--- src/rtl/mem_port_arbiter.sv ---
// Two-port memory arbiter: instruction fetch and data ports share one memory
// port with round-robin arbitration and fixed-latency transactions.
module mem_port_arbiter #(
    parameter int ADDR_W  = 32,
    parameter int DATA_W  = 64,
    parameter int MEM_LAT = 1
) (
    input  logic              clk,
    input  logic              rst,
    input  logic              if_req,
    input  logic [ADDR_W-1:0] if_addr,
    output logic [DATA_W-1:0] if_rdata,
    output logic              if_done,
    input  logic              d_req,
    input  logic              d_we,
    input  logic [ADDR_W-1:0] d_addr,
    input  logic [DATA_W-1:0] d_wdata,
    output logic [DATA_W-1:0] d_rdata,
    output logic              d_done,
    output logic [ADDR_W-1:0] mem_addr,
    output logic [DATA_W-1:0] mem_wdata,
    output logic              mem_re,
    output logic              mem_we,
    input  logic [DATA_W-1:0] mem_rdata,
    output logic              busy,
    output logic              owner
);

    typedef enum logic [1:0] {IDLE, ACCESS, WAIT, RESP} state_t;

    localparam int CNT_W = (MEM_LAT > 1) ? $clog2(MEM_LAT) : 1;
    localparam logic [CNT_W-1:0] CNT_INIT = CNT_W'(MEM_LAT - 1);

    state_t           state;
    logic             last_owner;
    logic             lat_we;
    logic [CNT_W-1:0] cnt;
    logic             grant_d;
    logic             grant_we;

    // On a tie the port that did not win last time gets the grant.
    always_comb begin
        grant_d  = (if_req && d_req) ? !last_owner : d_req;
        grant_we = grant_d && d_we;
    end

    always_ff @(posedge clk) begin
        if (rst) begin
            state      <= IDLE;
            last_owner <= 1'b1;
            owner      <= 1'b0;
            lat_we     <= 1'b0;
            cnt        <= '0;
            busy       <= 1'b0;
            if_done    <= 1'b0;
            d_done     <= 1'b0;
            mem_re     <= 1'b0;
            mem_we     <= 1'b0;
            mem_addr   <= '0;
            mem_wdata  <= '0;
            if_rdata   <= '0;
            d_rdata    <= '0;
        end else begin
            if_done <= 1'b0;
            d_done  <= 1'b0;
            mem_re  <= 1'b0;
            mem_we  <= 1'b0;
            case (state)
                IDLE: begin
                    if (if_req || d_req) begin
                        // Strobes are registered here so they appear exactly in ACCESS.
                        state      <= ACCESS;
                        busy       <= 1'b1;
                        owner      <= grant_d;
                        last_owner <= grant_d;
                        lat_we     <= grant_we;
                        mem_addr   <= grant_d ? d_addr : if_addr;
                        mem_wdata  <= grant_we ? d_wdata : '0;
                        mem_re     <= !grant_we;
                        mem_we     <= grant_we;
                    end
                end
                ACCESS: begin
                    state <= WAIT;
                    cnt   <= CNT_INIT;
                end
                WAIT: begin
                    if (cnt == '0) begin
                        state <= RESP;
                        if (owner) begin
                            d_done <= 1'b1;
                            if (!lat_we) d_rdata <= mem_rdata;
                        end else begin
                            if_done <= 1'b1;
                            if (!lat_we) if_rdata <= mem_rdata;
                        end
                    end else begin
                        cnt <= cnt - CNT_W'(1);
                    end
                end
                RESP: begin
                    state <= IDLE;
                    busy  <= 1'b0;
                end
                default: begin
                    state <= IDLE;
                    busy  <= 1'b0;
                end
            endcase
        end
    end

endmodule
--- config.mk ---
export PLATFORM = sky130hd
export DESIGN_NAME = mem_port_arbiter
export DESIGN_NICKNAME = d
export VERILOG_FILES = /design/src/rtl/mem_port_arbiter.sv
export SDC_FILE = /design/constraint.sdc
export NUM_CORES = 1
export LEC_CHECK = 0
export CAP_MARGIN = 25
export CORE_AREA = 2 2 166 168
export CTS_BUF_LIST = sky130_fd_sc_hd__clkbuf_16
export DETAILED_ROUTE_END_ITERATION = 10
export DIE_AREA = 0 0 168 170
export PLACE_DENSITY = 0.72
export SETUP_SLACK_MARGIN = 0.02
export SYNTH_ARGS = -nofsm -noshare
export SYNTH_HDL_FRONTEND = slang
export SYNTH_SLANG_ARGS = --single-unit
export TNS_END_PERCENT = 30
--- constraint.sdc ---
create_clock -name clk -period 2.4 [get_ports clk]
set_input_delay 0.36 -clock clk [delete_from_list [all_inputs] [get_ports clk]]
set_output_delay 0.36 -clock clk [all_outputs]
set_load 0.02 [all_outputs]
; ---- Yosys cells after proc, flatten, opt, wreduce, memory -nomap -nowiden
; Index checks and enable logic that the tools add are counted.
[op_classes]
add_sub_neg = 1
muxes = 12
n_bitwise = 6
n_reduce_logical = 15
eq_ne = 5
[op_table]
columns = cell, count
row1 = two-way mux 64 bit, 1
row2 = two-way mux 32 bit, 1
row3 = one-hot mux 2 bit (4 select lines), 1
row4 = AND reduction 4 bit, 2
row5 = inverter 1 bit, 6
row6 = AND reduction 2 bit, 3
row7 = OR reduction 3 bit, 2
row8 = two-way mux 1 bit, 5
row9 = "equality test 2 bit, second input constant", 2
row10 = two-way mux 2 bit, 2
row11 = "inequality test 2 bit, second input constant", 2
row12 = one-hot mux 1 bit (2 select lines), 2
row13 = nonzero test 2 bit, 2
row14 = "equality test 2 x 1 -> 1 bit, second input constant", 1
row15 = logical AND 1 bit, 2
row16 = logical NOT 1 bit, 2
row17 = logical NOT 2 bit, 1
row18 = logical OR 1 bit, 1
row19 = "subtractor 1 bit, second input constant", 1
[totals]
elab_cells = 53
register_bits = 235

; ---- Logic depth before layout (Yosys ltp)
[depth]
ltp_word = 4
ltp_mapped = 8
mapped_depth_nobuf = 5

; ---- Worst setup path after synthesis
; Ideal clock, no wire load.
[synth_timing]
path_kind = reg2reg
start = register state[0]
end = register if_rdata[34]
arrival_time_ns = 1.510
setup_slack_ns = 0.758
synth_period_minus_slack_ns = 1.642
setup_ns = 0.132
n_path_buf = 2
stages_incl_launch_ff = 8
path_cell_list = dfxtp_1 inv_1 ha_1 or3b_2 buf_2 clkbuf_1 nand2_1 a21oi_1
[synth_via]
elab_chain_cells = 2
[synth_rtl]
columns = item, line
row1 = from (decl), 34  ; state_t state;
row2 = from (signal assigned), 49  ; state <= IDLE;
row3 = from (signal assigned), 72  ; state <= ACCESS;
row4 = from (signal assigned), 84  ; state <= WAIT;
row5 = equality test 2 bit, 68  ; case (state)
row6 = AND reduction 4 bit (no source line), -
row7 = to (signal assigned), 95  ; if (!lat_we) if_rdata <= mem_rdata;
row8 = to (decl), 12  ; output logic [DATA_W-1:0] if_rdata,
; Every way passes these cells.
; A chain may end at the register's enable or synchronous reset.

; ---- Worst setup path in the final report
[layout_timing]
start = register owner
end = output port owner
[layout_lines]
columns = item, line
row1 = from (decl), 26  ; output logic owner
row2 = from (signal assigned), 74  ; owner <= grant_d;
; No word-level cell between the ends.

==> reports/metrics.yaml <==
worst_hold_path:
  min_to: "lat_we"
  min_path_type: "in2reg"
  holdPathStages: 2
  hp-start: "rst"
synth:
  synth_area_leader_cell: "dfxtp_1"
  syn_area_sq_mm: 0.00809
  synth_top_area_share_pct: 57.9
  synth_nets: 1122
  syn_inst: 922
  yosysUniqueCellTypes: 30
  synth_seq_cells: 234
  yosys_warnings: 0
  ys_top_cells_by_area: "dfxtp_1, nand2_1, a21oi_1"
  yosysSeqAreaShare_pct: 57.9
  avgSynthCellArea_sq_um: 8.78
sta:
  setup_tns_ns: 0
  relSlewSlack_pct: 49.2
  final_hold_viol_count: 0
  worst_pin_slew_ns: 0.762
  slew_violations: 0
  setup_violations: 0
  fmax_ghz: 0.492
  period_minus_slack_ns: 2.03
  worst_clock_skew_ns: 0.0184
  rsz0062_at_grt: "false"
  finalCritPeriodShare_pct: 84.7
critical_path:
  critPathMaxStageDelay_ns: 0.67
  r2r-end: "if_rdata[20]"
  worstPathCellList: "clkdlybuf4s50_1"
  path_max_fanout: 8
  path_delay_family: "buffers and inverters"
  cp-start-kind: "flip-flop"
  rr_worst_depth: 6
  cp.required_ns: 2.04
  crit_slowest_cell: "clkdlybuf4s50_1"
  end_kind: "primary output"
  r2r-start: "state[0]"
  path_class: "reg2out"
  critPathBufInv: 1
  critical_path_arrival_ns: 1.67
  ff2ff_setup_slack_ns: 0.45
floorplanning:
  core_area_sq_mm: 0.0267
  ios: 427
  start_util_pct: 30.4
  die_h_um: 170
  row_count: 60
  die_area_sq_mm: 0.0286
  die_x_um: 168
cts:
  cts_hold_buf: 0
  clock_latency_ns: 0.54
  clockBufferDepth: 3
  root_buffer: "clkbuf_16"
  numCtsBuffers: 26
  worst_setup_hold_path_clk_slew_ns: 0.06
  clock-sinks: 234
  cts-resized-gates: 0
  htreeDepth: 1
  post_cts_buffers: 0
  tritoncts: "yes"
final_layout:
  n_fill_cell: 2468
  area_delta_synth_final_pct: 67.9
  finalNonFillerCells: 1675
  fin_area_sq_mm: 0.0136
  nets: 1513
  drive_gt1_share_pct: 4.80
grt:
  grt_max_degree: 108
  grt_pass1_vias: 7524
  gr-total-overflow: 0
  grt_pass1_wl_um: 41900
  grt_util_all_layers_pct: 18.2
  antenna_found_initial: 1
drt:
  drc: 0
  drt-total-wl_um: 27700
  routedWlPerCell_um: 16.5
  drtAntennaViolNets: 0
  firstDrtPassIters: 5
  viasPerCell: 4.77
  drtIter0Drc: 521
  vias: 7983
pwr:
  total_power_mw: 13.4
  power_density_mw_per_mm2: 985
  ir_drop_uv: 625
  leakagePower_nw: 4.88
place:
  numPortBuffers: 426
  place_inst: 1626
  gp_congestion: 0.846
  post_dp_cell_area_sq_mm: 0.0126
  hpwl_um: 18800
job:
  drv_cap: 0
run_status:
  status: "completed"
-- metrics by stage --
step | setup WS [ns] | utilization [%] | hold WS [ns]
after CTS | 0.346 | 51.0 | 0.239
after detailed placement | 0.349 | 47.4 | 0.446
final | 0.367 | 51.0 | 0.270
after global placement | 0.408 | 47.4 | 0.441
after floorplan | 0.758 | - | 0.460
after global routing | 0.238 | 51.0 | 0.265
-- sequential cells by signal, summed over array words and instances, names as in the netlist, 2 cells and up --
name and count:
d_rdata 64, if_rdata 64, mem_wdata 64, mem_addr 32, state 2
-- cells in the mapped netlist (all sizes together) --
master	instances
dfxtp	234
a21boi	1
and3b	2
a21bo	1
o21ai	2
o21a	1
a2bb2oi	1
nand3b	1
nor3b	3
a21oi	162
inv	3
clkbuf	42
a31oi	1
or2	1
a22o	64
nand2	290
buf	34
a22oi	1
a211oi	34
ha	3
nor2	37
nor3	2
mux2i	1
or3b	1
-- cell usage in the layout, fill, tap and decap left out --
master,n
buf_6,1
clkinv_8,1
buf_12,7
nor2_4,1
inv_1,4
o21ai_0,1
nand2_1,290
inv_6,1
buf_4,6
and3b_1,1
diode_2,1
ha_1,3
a22o_1,64
nor3_1,1
nor3_4,1
nand3b_1,1
and3b_2,1
a31oi_1,1
a21oi_1,162
clkinv_2,4
a2bb2oi_1,1
a211oi_1,34
a21bo_1,1
clkinvlp_4,1
clkbuf_16,26
a22oi_1,1
o21ai_2,1
nor3b_2,1
or3b_2,1
clkdlybuf4s50_1,425
bufinv_16,7
or2_2,1
nor2_1,36
mux2i_1,1
o21a_1,1
clkinv_1,5
a21boi_2,1
clkinv_4,2
dfxtp_1,234
nor3b_1,2
-- cell families after synthesis --
family,after synthesis,synth area share [%]
AOI/OAI and AO/OA,268,20.9
adders and majority gates,3,0.464
buffers and inverters,79,4.53
DFF,234,57.9
muxes,1,0.124
and+or+nand+nor,337,16.2
-- worst max-delay path by stage --
stage                  start            end  cells past startpoint
floorplan           state[0]   if_rdata[34]                      7
global placement       d_req   mem_wdata[5]                      5
detailed placement     d_req  mem_wdata[42]                      5
CTS                    owner          owner                      1
global route        state[0]   if_rdata[21]                      6
finish                 owner          owner                      1
-- report_power, final --
group	switching (mW)	total (mW)	leakage, nW	internal, mW
clock	1.68	4.42	0.468	2.74
sequential	0.304	4.77	1.90	4.47
combinational	2.33	4.19	2.51	1.86
-- per-layer routing --
| layer | track usage, % | part of all wire [%] | vias up |
|---|---|---|---|
| met5 | 0 | 0 | - |
| met4 | 6.20 | 3.1 | 0 |
| met3 | 4.88 | 8.7 | 59 |
| met2 | 31.4 | 49 | 347 |
| met1 | 22.0 | 39 | 3682 |
| li1 | - | - | 3895 |
-- cell type report --
cell class	instances	area [sq um]	area share, %
Sequential cell	234	4680	34.5
Clock inverter	22	303	2.23
Multi-Input combinational cell	609	3060	22.5
Antenna cell	1	2.50	0.0184
Inverter	3	11.3	0.0828
Clock buffer	26	651	4.79
Timing Repair Buffer	439	4450	32.7
Tap cell	341	427	3.14
Note: power is estimated with default switching activity, not from simulation.
